==> src/rtl/priority_encoder.sv <==
// Registered one-hot priority encoder on a valid-qualified word stream.
// Outputs the highest (left) and lowest (right) set bit of each valid word.
//
// Ports:
//   clk_i        - clock, rising edge
//   srst_i       - synchronous reset, active low
//   data_i       - input word, sampled when data_val_i = 1
//   data_val_i   - input qualifier
//   data_left_o  - one-hot of highest set bit, 0 for a zero word
//   data_right_o - one-hot of lowest set bit, 0 for a zero word
//   data_val_o   - data_val_i delayed one cycle
//
// Optional (define PRIORITY_ENCODER_INDEX_EN):
//   data_left_idx_o  - binary index of highest set bit
//   data_right_idx_o - binary index of lowest set bit
//   data_zero_o      - captured word was zero (both indices are 0)
module priority_encoder #(
  parameter int WIDTH = 8
) (
  input  logic             clk_i,
  input  logic             srst_i,
  input  logic [WIDTH-1:0] data_i,
  input  logic             data_val_i,
  output logic [WIDTH-1:0] data_left_o,
  output logic [WIDTH-1:0] data_right_o,
  output logic             data_val_o
`ifdef PRIORITY_ENCODER_INDEX_EN
  ,
  output logic [$clog2(WIDTH)-1:0] data_left_idx_o,
  output logic [$clog2(WIDTH)-1:0] data_right_idx_o,
  output logic                     data_zero_o
`endif
);

  logic [WIDTH-1:0] left_n;
  logic [WIDTH-1:0] right_n;

  // Ascending scan: the last hit is the highest set bit.
  always_comb begin
    left_n = '0;
    for (int i = 0; i < WIDTH; i++) begin
      if (data_i[i]) begin
        left_n    = '0;
        left_n[i] = 1'b1;
      end
    end
  end

  // Descending scan: the last hit is the lowest set bit.
  always_comb begin
    right_n = '0;
    for (int i = WIDTH - 1; i >= 0; i--) begin
      if (data_i[i]) begin
        right_n    = '0;
        right_n[i] = 1'b1;
      end
    end
  end

  always_ff @(posedge clk_i) begin
    if (!srst_i) begin
      data_left_o  <= '0;
      data_right_o <= '0;
      data_val_o   <= 1'b0;
    end else begin
      data_val_o <= data_val_i;
      if (data_val_i) begin
        data_left_o  <= left_n;
        data_right_o <= right_n;
      end
    end
  end

`ifdef PRIORITY_ENCODER_INDEX_EN
  localparam int IW = $clog2(WIDTH);

  logic [IW-1:0] left_idx_n;
  logic [IW-1:0] right_idx_n;

  always_comb begin
    left_idx_n = '0;
    for (int i = 0; i < WIDTH; i++) begin
      if (data_i[i]) left_idx_n = IW'(i);
    end
  end

  always_comb begin
    right_idx_n = '0;
    for (int i = WIDTH - 1; i >= 0; i--) begin
      if (data_i[i]) right_idx_n = IW'(i);
    end
  end

  always_ff @(posedge clk_i) begin
    if (!srst_i) begin
      data_left_idx_o  <= '0;
      data_right_idx_o <= '0;
      data_zero_o      <= 1'b0;
    end else if (data_val_i) begin
      data_left_idx_o  <= left_idx_n;
      data_right_idx_o <= right_idx_n;
      data_zero_o      <= ~|data_i;
    end
  end
`endif

endmodule

==> config.mk <==
export PLATFORM = sky130hd
export DESIGN_NAME = priority_encoder
export DESIGN_NICKNAME = d
export VERILOG_FILES = /design/src/rtl/priority_encoder.sv
export SDC_FILE = /design/constraint.sdc
export NUM_CORES = 1
export LEC_CHECK = 0
export CAP_MARGIN = 15
export CORE_UTILIZATION = 35
export CTS_CLUSTER_DIAMETER = 80
export DETAILED_ROUTE_END_ITERATION = 6
export PLACE_DENSITY = 0.67
export SLEW_MARGIN = 20
export SYNTH_ARGS = -nofsm -noshare
export SYNTH_HDL_FRONTEND = slang
export SYNTH_SLANG_ARGS = --single-unit
==> constraint.sdc <==
create_clock -name clk_i -period 1.1 [get_ports clk_i]
set_input_delay 0.22 -clock clk_i [delete_from_list [all_inputs] [get_ports clk_i]]
set_output_delay 0.22 -clock clk_i [all_outputs]
set_load 0.005 [all_outputs]
Word-level counts from Yosys, hierarchy flattened
Index checks and enable logic that the tools add are counted.
{ "op_classes": {"n_shift": 0, "mux": 16, "mul": 0, "add_sub_neg": 0, "eq_ne": 0, "bitwise": 0, "div_mod_pow": 0, "n_reduce_logical": 0, "magnitude_cmp": 0} }
{ "ops": {"columns": ["cell", "n"], "rows": [
  ["8-bit 2-to-1 mux", 15],
  ["1-bit 2-to-1 mux", 1]
]} }
{ "word_totals": {"ff_bits": 17, "output_inout_bits": 17, "mem_bits_ro": 0, "input_bits": 11, "mem_bits_rw": 0, "latchBits": 0, "memories": 0, "word_cells": 19} }

Longest topological paths before layout
Gate-level depths: netlist (run 1).
{ "depth": {"ltp_word": 8, "ltp_mapped": 4, "ltp_nobuf": 3} }

Least setup slack after synthesis (run 1)
No wires, ideal clock.
{ "synth_path": {"path_type": "input port to flip-flop", "start": "input port srst_i", "end": "register data_left_o[1]", "slack_ns": 0.194, "setup_ns": 0.117, "cell_stages": 3, "arrival_ns": 0.789, "t_required_ns": 0.983, "n_path_buf": 0, "cell_sequence": "and2_2 and3_4 a32o_1"} }
{ "synth_lines": {"columns": ["element", "line_no", "text"], "rows": [
  ["start, declared", "21", "input logic srst_i,"],
  ["end signal, assigned", "68", "data_left_o <= left_n;"],
  ["end, declared", "24", "output logic [WIDTH-1:0] data_left_o,"]
]} }

Worst setup path after layout (run 1)
{ "layout_path": {"start": "input port data_i[0]", "end": "register data_right_o[3]"} }
{ "layout_via": {"elab_chain_cells": 1} }
{ "layout_rtl": {"columns": ["element", "line_no", "text"], "rows": [
  ["start, declared", "22", "input logic [WIDTH-1:0] data_i,"],
  ["8-bit 2-to-1 mux", "53", "if (data_i[i]) begin"],
  ["end signal, assigned", "69", "data_right_o <= right_n;"],
  ["end, declared", "25", "output logic [WIDTH-1:0] data_right_o,"]
]} }
Every way passes these cells.
A chain may end at the register's enable or synchronous reset.

==> reports/summary.txt, run 1 <==
status - finished with violations
failing checks - setup timing
routed wire length per instance - 12.51 um
Max stage delay on crit path - 420 ps
post-synthesis mux area share - 2.920%
CTS Buf Count - 3
Sw Share - 23.60%
full die area - 2140 sq um
H-tree levels - 1
detailed placer's ending HPWL - 1.255 mm
Synth top area share - 49.64%
vias - 645
Die W - 46.26 um
Post-Synth Adder-Cell Area - 0%
pin count of the biggest net entering global routing - 13
largest family of logic cells by synthesized area - simple AND/OR/NAND/NOR gates
area leader, netlist - dfxtp_1
leakage power - 0.0004785 uW
drt initial violations - 14
Setup violations, final - 2
Worst slew margin - 80.59%
worst path arrival time - 1350 ps
critical setup path kind - in2reg
first-pass GRT wire length - 2.677 mm
core area - 1783 sq um
synth-to-layout area growth - 64.96%
#FFs+latches synth - 17
Antenna diodes - 0
RR Startpoint - data_left_o[4]$_SDFFE_PN0P_
HP Class - in2reg
vias per cell - 4.813
Yosys Warn Count - 0
Clock Path Buffers - 2
Post-Syn Nets - 77
CP Max Fanout - 3
RD Place Congestion - 0.7253
P per Cell Area - 1006 nW/um^2
Pint - 869.3 uW
WP buf/inv - 2
Hold Path Stages - 2
Hold Vio Cnt, Final - 0
crit-path cells - clkdlybuf4s50_1 > nor3_1 > buf_4 > nand3_1 > a21boi_0
clock share of power - 29.1%
Post-synth EDFFs - 0
post-route ant nets - 0
total power - 1138 uW
Post-synth ARST share - 0%
clock skew - 0 ps
Logic pwr share - 15.0%
proportion of layout cells with a drive suffix above 1 - 33.03%
R2R cell count - 3
Post-Synth Simple-Gate Area - 27.55%
Syn Inst Count - 66
Worst-Skew Late Latency - 290 ps
Endpoint, Worst Hold - data_right_o[6]$_SDFFE_PN0P_
pre-CTS WS - -361.7 ps
total track usage - 18.43%
drc violations - 0
cell family with most CP delay - buffers and inverters
Peak VDD IR - 0.0008318 V
worst hold start - data_i[6]
wirelength, routed - 1.676 mm
ys flop type - dfxtp_1
CTS clk-pin slew, worst paths - 90 ps
PnR worst setup slack - -39.54 ps
Final period util - 103.6%
slowest CP cell - clkdlybuf4s50_1
post-layout minimum cycle time - 1140 ps
sequential area share after synthesis - 49.64%
CP required - 1310 ps
Worst R2R End - data_left_o[4]$_SDFFE_PN0P_
# rows - 15
total iterations of the first detailed-routing run - 4
Synth Area in Compound Gates - 17.15%
Avg Synthesized Cell Area - 10.39 sq um
commonest non-fill, non-tap cell in the layout - clkdlybuf4s15_1
r2r setup slk - 320 ps
crit start category - primary input
post-synthesis xor/xnor area fraction - 0%
TritonCTS Sinks - 17
crit end category - register
height of the die - 46.26 um
sw power - 268.6 uW
nets@finish - 121
fraction of power consumed by sequential logic - 55.8%
Max Cap Viol - 0
RSZ-0062 raised after global routing - yes
synthesized cell area - 685.7 sq um
initial antenna violation count - 0
most frequent cells in the layout - clkdlybuf4s15_1, dfxtp_2, buf_4, nor2b_1
initial core utilization - 38.46%
IO Count - 28
max-slew violation count - 0
Synth cell types - 23
max frequency - 877.5 MHz
port bufs - 27
Hold Worst Slack - 366.2 ps
Clock Root Buffer - clkbuf_4
grt total ovfl - 0
ranking of synthesized cells by area - dfxtp_1, nor2b_1, a32o_1
slew of the pin with the lowest slew margin - 288.9 ps
clock tree from TritonCTS - yes
vias in the first global route - 609
[flip-flops by register name, indices dropped and copies added (netlist names)]
| name | flops |
|---|---|
| data_val_o | 1 |
| data_right_o | 8 |
| data_left_o | 8 |
[worst max path at each step]
stage / slack (ps) / cells after the start / end / startpoint
final: -40 / 5 / data_right_o[3]$_SDFFE_PN0P_ / data_i[0]
after global routing: -50 / 5 / data_right_o[3]$_SDFFE_PN0P_ / data_i[0]
after CTS: 1 / 1 / data_left_o[7] / data_left_o[7]$_SDFFE_PN0P_
after detailed placement: -360 / 4 / data_left_o[1]$_SDFFE_PN0P_ / data_i[5]
after global placement: -330 / 4 / data_left_o[1]$_SDFFE_PN0P_ / data_val_i
after floorplan: 190 / 3 / data_left_o[1]$_SDFFE_PN0P_ / srst_i
[cell families after synthesis]
| group | Yosys count |
|---|---|
| compound gates | 14 |
| buf+inv | 4 |
| flops | 17 |
| mux | 2 |
| simple gates | 29 |
[layer usage]
metal  wire (um)  global-route usage [%]
met1         766                   20.38
met2         799                   31.55
met3          84                   8.235
met4          25                   5.294
met5           0                       0
[final cells by class]
cell class	instances	area [sq um]
Multi-Input combinational cell	45	331.6
Tap cell	25	31.28
Sequential cell	17	359.1
Fill cell	147	651.9
Timing Repair Buffer	41	375.4
Inverter	2	7.507
Clock buffer	4	26.28
[through the flow]
stage / TNS (ps) / cells / util [%] / instance area (sq um)
floorplan: 0 / 66 / - / 685.7
global placement: -4412 / 128 / 59.79 / 1066
detailed placement: -4646 / 128 / 59.79 / 1066
CTS: 0 / 134 / 61.89 / 1104
global route: -129.9 / 134 / 63.44 / 1131
finish: -71.89 / 134 / 63.44 / 1131
[worst reg2reg max path: stages, from the launching register on]
cell and delay [ps]:
dfxtp_2 330, buf_4 120, a22oi_1 170, nor2b_1 70
[cells in the mapped netlist (2+ instances only)]
cell type,count
mux2i_1,2
inv_1,2
a32oi_1,2
nand2_1,4
a32o_1,5
dfxtp_1,17
a21boi_0,3
nand3b_1,2
a31oi_1,2
nor2b_1,11
nor2_1,4
[power by group through the flow]
| stage | Clock [uW] | Combinational (uW) | Sequential (uW) |
|---|---|---|---|
| final | 331 | 171 | 635 |
| after global routing | 384 | 186 | 637 |
| after CTS | 343 | 168 | 635 |
| after detailed placement | 0 | 178 | 648 |
| after global placement | 0 | 177 | 648 |
| after floorplan | 0 | 56.6 | 649 |
[what timing repair did]
item	4_1_cts	5_1_grt
setup buffers	2	0
setup endpoints to repair	26	21
hold buffers	0	0
gates resized for setup	37	17
pin swaps	1	1
No activity file was read; power rests on OpenSTA's default activity.
==> inputs of run 2 (changes only) <==
Settings changed: SETUP_SLACK_MARGIN set to 0.3.
==> reports/summary.txt, run 2 (synthesis results as in run 1) <==
r2r setup slk - 330 ps (was 320 ps)
detailed placer's ending HPWL - 1.328 mm (was 1.255 mm)
pre-CTS WS - -348.7 ps (was -361.7 ps)
synth-to-layout area growth - 63.87% (was 64.96%)
worst path arrival time - 740 ps (was 1350 ps)
leakage power - 0.0004924 uW (was 0.0004785 uW)
wirelength, routed - 1.783 mm (was 1.676 mm)
slew of the pin with the lowest slew margin - 285.6 ps (was 288.9 ps)
RD Place Congestion - 0.7629 (was 0.7253)
P per Cell Area - 1024 nW/um^2 (was 1006 nW/um^2)
nets@finish - 122 (was 121)
Worst R2R End - data_left_o[4]$_SDFFE_PN0P_ (unchanged)
Hold Path Stages - 3 (was 2)
hold_buf cts - 0 (unchanged)
CP Max Fanout - 2 (was 3)
cell family with most CP delay - flip-flops (was buffers and inverters)
worst hold start - data_i[5] (was data_i[6])
drt initial violations - 8 (was 14)
DR WL met3 - 51 um (was 84 um)
RSZ-0062 raised after global routing - yes (unchanged)
clock skew - 0 ps (unchanged)
critical setup path kind - reg2out (was in2reg)
HP Class - in2reg (unchanged)
PnR worst setup slack - 139.1 ps (was -39.54 ps)
vias - 664 (was 645)
Met1 Wirelength - 796 um (was 766 um)
Top Layer Used - met4 (unchanged)
first-pass GRT wire length - 2.780 mm (was 2.677 mm)
post-route ant nets - 0 (unchanged)
initial core utilization - 38.46% (unchanged)
proportion of layout cells with a drive suffix above 1 - 60.91% (was 33.03%)
Die W - 46.26 um (unchanged)
RR Startpoint - data_left_o[4]$_SDFFE_PN0P_ (unchanged)
setup TNS - 0 ps (was -71.89 ps)
core area - 1783 sq um (unchanged)
WP buf/inv - 1 (was 2)
TritonCTS Sinks - 17 (unchanged)
max-slew violation count - 0 (unchanged)
total iterations of the first detailed-routing run - 5 (was 4)
Endpoint, Worst Hold - data_right_o[5]$_SDFFE_PN0P_ (was data_right_o[6]$_SDFFE_PN0P_)
pin count of the biggest net entering global routing - 13 (unchanged)
CP required - 880 ps (was 1310 ps)
port bufs - 27 (unchanged)
Peak VDD IR - 0.0008598 V (was 0.0008318 V)
crit-path cells - buf_6 (was clkdlybuf4s50_1 > nor3_1 > buf_4 > nand3_1 > a21boi_0)
crit end category - output port (was register)
Setup violations, final - 0 (was 2)
post-layout minimum cycle time - 960.9 ps (was 1140 ps)
Max stage delay on crit path - 340 ps (was 420 ps)
most frequent cells in the layout - dfxtp_2, buf_4, nor2b_1, buf_6, buf_2 (was clkdlybuf4s15_1, dfxtp_2, buf_4, nor2b_1)
IO Count - 28 (unchanged)
R2R cell count - 3 (unchanged)
total track usage - 19.22% (was 18.43%)
height of the die - 46.26 um (unchanged)
Filler Cells Inserted - 159 (was 147)
Hold Vio Cnt, Final - 0 (unchanged)
Clock Root Buffer - clkbuf_4 (unchanged)
routed wire length per instance - 13.21 um (was 12.51 um)
vias in the first global route - 616 (was 609)
met2 WL post-DR - 917 um (was 799 um)
Largest regs - data_left_o x8, data_right_o x8, data_val_o x1 (unchanged)
initial antenna violation count - 0 (unchanged)
# rows - 15 (unchanged)
H-tree levels - 1 (unchanged)
Antenna diodes - 0 (unchanged)
full die area - 2140 sq um (unchanged)
crit start category - register (was primary input)
CTS Buf Count - 3 (unchanged)
Worst slew margin - 80.88% (was 80.59%)
status - finished clean (was finished with violations)
CTS clk-pin slew, worst paths - 110 ps (was 90 ps)
Clock Path Buffers - 2 (unchanged)
Worst-Skew Late Latency - 280 ps (was 290 ps)
clock tree from TritonCTS - yes (unchanged)
slowest CP cell - dfxtp_2 (was clkdlybuf4s50_1)
Max Cap Viol - 0 (unchanged)
Final period util - 87.36% (was 103.6%)
vias per cell - 4.919 (was 4.813)
drc violations - 0 (unchanged)
grt total ovfl - 0 (unchanged)
max frequency - 1041 MHz (was 877.5 MHz)
run 2: report_power, final:
group          total (uW)  leakage, uW  switching (uW)  internal [uW]
registers             636     0.000146            6.50            630
clock network         339    0.0000177             204            135
logic                 175     0.000329            79.1           95.8
run 2: worst reg2reg max path, stage by stage, from the launching register on:
cell and delay, ps:
dfxtp_2 340, buf_4 130, a22oi_2 150, nor2b_1 60
run 2: worst max path at each step:
| stage | end | cells past startpoint | from | slack, ps |
|---|---|---|---|---|
| 6_report | data_left_o[2] | 1 | data_left_o[2]$_SDFFE_PN0P_ | 140 |
| 5_1_grt | data_right_o[7] | 1 | data_right_o[7]$_SDFFE_PN0P_ | 100 |
| 4_1_cts | data_right_o[4] | 1 | data_right_o[4]$_SDFFE_PN0P_ | 130 |
| 3_5_place_dp | data_right_o[7]$_SDFFE_PN0P_ | 4 | data_i[5] | -350 |
| 3_3_place_gp | data_right_o[3]$_SDFFE_PN0P_ | 5 | data_i[2] | -330 |
| 2_1_floorplan | data_left_o[0]$_SDFFE_PN0P_ | 3 | srst_i | 240 |
run 2: stage by stage:
stage	total power (uW)	hold slack, ps	instance area, sq um	utilization, %	cells
finish	1150	264.2	1124	63.02	135
floorplan	707.1	373.1	686.9	-	66
global route	1212	261.2	1124	63.02	135
global placement	826.7	454.1	1067	59.86	128
detailed placement	828.6	462.3	1067	59.86	128
CTS	1154	253.5	1056	59.23	134
run 2: layout make-up:
cell class / count / area [sq um] / share of cell area, %
well taps: 25 / 31.28 / 2.784
multi-input cells: 45 / 356.6 / 31.74
repair buffers: 42 / 340.3 / 30.29
clock buffers: 3 / 22.52 / 2.004
flip-flops and latches: 17 / 360.3 / 32.07
inverters: 2 / 7.507 / 0.6682
clock inverters: 1 / 5.005 / 0.4454
run 2: routing by layer:
metal / global-route usage (%) / vias to the layer above
li1: - / 326
met1: 22.93 / 323
met2: 30.99 / 13
met3: 6.275 / 2
met4: 8.824 / 0
met5: 0 / -
run 2: timing repair:
item                                    4_1_cts  5_1_grt
endpoints found under the setup margin       33       26
gates resized for setup                     112       18
gates cloned                                  0        0
pin swaps                                     6        5
hold endpoints to repair                      0        0
buffers inserted                              2        1
==> inputs of run 3 (changes only) <==
Settings changed: CTS_CLUSTER_DIAMETER 80 to 60, TNS_END_PERCENT set to 1.
==> reports/summary.txt, run 3 (synthesis results as in run 1) <==
total iterations of the first detailed-routing run - 4 (was 5)
# rows - 15 (unchanged)
Max Cap Viol - 0 (unchanged)
cell family with most CP delay - flip-flops (unchanged)
Final period util - 87.92% (was 87.36%)
crit-path cells - buf_2 (was buf_6)
detailed placer's ending HPWL - 1.320 mm (was 1.328 mm)
max frequency - 1034 MHz (was 1041 MHz)
Hold Path Stages - 4 (was 3)
RD Place Congestion - 0.7399 (was 0.7629)
total track usage - 20.11% (was 19.22%)
Die W - 46.26 um (unchanged)
Worst slew margin - 80.40% (was 80.88%)
Clock Path Buffers - 2 (unchanged)
Peak VDD IR - 0.0007126 V (was 0.0008598 V)
Max stage delay on crit path - 330 ps (was 340 ps)
Hold Vio Cnt, Final - 0 (unchanged)
Setup violations, final - 0 (unchanged)
sw power - 295.0 uW (was 289.5 uW)
worst path arrival time - 750 ps (was 740 ps)
vias - 671 (was 664)
fraction of power consumed by sequential logic - 55.0% (was 55.3%)
clock skew - 0 ps (unchanged)
Antenna diodes - 0 (unchanged)
H-tree levels - 1 (unchanged)
Pint - 859.8 uW (was 860.8 uW)
height of the die - 46.26 um (unchanged)
critical setup path kind - reg2out (unchanged)
TritonCTS Sinks - 17 (unchanged)
post-layout minimum cycle time - 967.1 ps (was 960.9 ps)
grt total ovfl - 0 (unchanged)
synth-to-layout area growth - 57.66% (was 63.87%)
IO Count - 28 (unchanged)
P per Cell Area - 1068 nW/um^2 (was 1024 nW/um^2)
WP buf/inv - 1 (unchanged)
r2r setup slk - 320 ps (was 330 ps)
status - finished clean (unchanged)
nets@finish - 123 (was 122)
pin count of the biggest net entering global routing - 13 (unchanged)
routed wire length per instance - 13.53 um (was 13.21 um)
Logic pwr share - 15.1% (was 15.2%)
post-route ant nets - 0 (unchanged)
Worst-Skew Late Latency - 290 ps (was 280 ps)
vias in the first global route - 651 (was 616)
Largest regs - data_left_o x8, data_right_o x8, data_val_o x1 (unchanged)
first-pass GRT wire length - 2.911 mm (was 2.780 mm)
HP Class - in2reg (unchanged)
multi-input logic area - 342.8 sq um (was 356.6 sq um)
proportion of layout cells with a drive suffix above 1 - 54.05% (was 60.91%)
initial antenna violation count - 0 (unchanged)
wirelength, routed - 1.840 mm (was 1.783 mm)
worst hold start - data_i[1] (was data_i[5])
hold_buf cts - 0 (unchanged)
most frequent cells in the layout - dfxtp_2, buf_4, buf_2, nor2b_1, dlygate4sd2_1 (was dfxtp_2, buf_4, nor2b_1, buf_6, buf_2)
drt initial violations - 10 (was 8)
RSZ-0062 raised after global routing - yes (unchanged)
max-slew violation count - 0 (unchanged)
setup TNS - 0 ps (unchanged)
port bufs - 27 (unchanged)
CP required - 880 ps (about the same)
clock share of power - 29.9% (was 29.5%)
Clock Root Buffer - clkbuf_4 (unchanged)
core area - 1783 sq um (unchanged)
vias per cell - 4.934 (was 4.919)
Worst R2R End - data_left_o[5]$_SDFFE_PN0P_ (was data_left_o[4]$_SDFFE_PN0P_)
drc violations - 0 (unchanged)
Filler Cells Inserted - 163 (was 159)
leakage power - 0.0004977 uW (was 0.0004924 uW)
R2R cell count - 3 (unchanged)
CTS Buf Count - 3 (unchanged)
slew of the pin with the lowest slew margin - 292.7 ps (was 285.6 ps)
total power - 1155 uW (was 1150 uW)
Sw Share - 25.55% (was 25.17%)
CTS clk-pin slew, worst paths - 110 ps (about the same)
crit end category - output port (unchanged)
crit start category - register (unchanged)
slowest CP cell - dfxtp_2 (unchanged)
RR Startpoint - data_left_o[5]$_SDFFE_PN0P_ (was data_left_o[4]$_SDFFE_PN0P_)
full die area - 2140 sq um (unchanged)
initial core utilization - 38.46% (unchanged)
Register Area - 360.3 sq um (unchanged)
clock tree from TritonCTS - yes (unchanged)
Endpoint, Worst Hold - data_right_o[3]$_SDFFE_PN0P_ (was data_right_o[5]$_SDFFE_PN0P_)
CP Max Fanout - 2 (unchanged)
## run 3: area by class of cell
cell class,instances,area share (%)
Inverter,2,0.6944
Clock buffer,3,2.083
Timing Repair Buffer,43,28.82
Sequential cell,17,33.33
Clock inverter,1,0.4630
Tap cell,25,2.894
Multi-Input combinational cell,45,31.71
## run 3: how the worst max path moves through the flow
stage | cells past startpoint | from | slack (ps) | end
after global placement | 4 | data_i[2] | -390 | data_right_o[3]$_SDFFE_PN0P_
after global routing | 1 | data_right_o[1]$_SDFFE_PN0P_ | 90 | data_right_o[1]
after CTS | 1 | data_right_o[1]$_SDFFE_PN0P_ | 130 | data_right_o[1]
after floorplan | 3 | srst_i | 240 | data_left_o[0]$_SDFFE_PN0P_
final | 1 | data_left_o[4]$_SDFFE_PN0P_ | 130 | data_left_o[4]
after detailed placement | 4 | data_val_i | -410 | data_left_o[2]$_SDFFE_PN0P_
## run 3: layer usage
metal	GRT usage [%]	wire [um]	part of all wire, %	up-vias
met5	0	0	0	-
met1	24.59	831	45	316
met4	12.35	41	2.2	0
met2	30.99	901	49	19
met3	5.490	66	3.6	5
li1	-	-	-	331
## run 3: through the flow
stage | hold slack (ps) | std cells | instance area, sq um | worst slack (ps) | utilization, %
4_1_cts | 412.8 | 136 | 1069 | 129.9 | 59.93
3_5_place_dp | 459.4 | 130 | 1082 | -408.5 | 60.70
5_1_grt | 416.5 | 136 | 1081 | 92.07 | 60.63
3_3_place_gp | 454.5 | 130 | 1082 | -388.5 | 60.70
2_1_floorplan | 373.1 | 66 | 686.9 | 240.3 | -
6_report | 406.6 | 136 | 1081 | 132.9 | 60.63
## run 3: tightest hold or removal path, cell delays in order
cell	delay, ps
dlygate4sd2_1	230
nor3_2	70
nand3_1	90
a21boi_1	60
## run 3: power groups by stage
stage               sequential [uW]  clock (uW)  combinational, uW
floorplan                       649           0               57.6
global placement                648           0                184
detailed placement              648           0                186
CTS                             635         346                171
global route                    637         390                188
finish                          635         345                174
## run 3: repair_timing
action,in CTS,in global routing
pin swaps,6,0
resized for setup,100,2
setup buffers,2,0
cloned,0,0
endpoints found under the setup margin,34,32
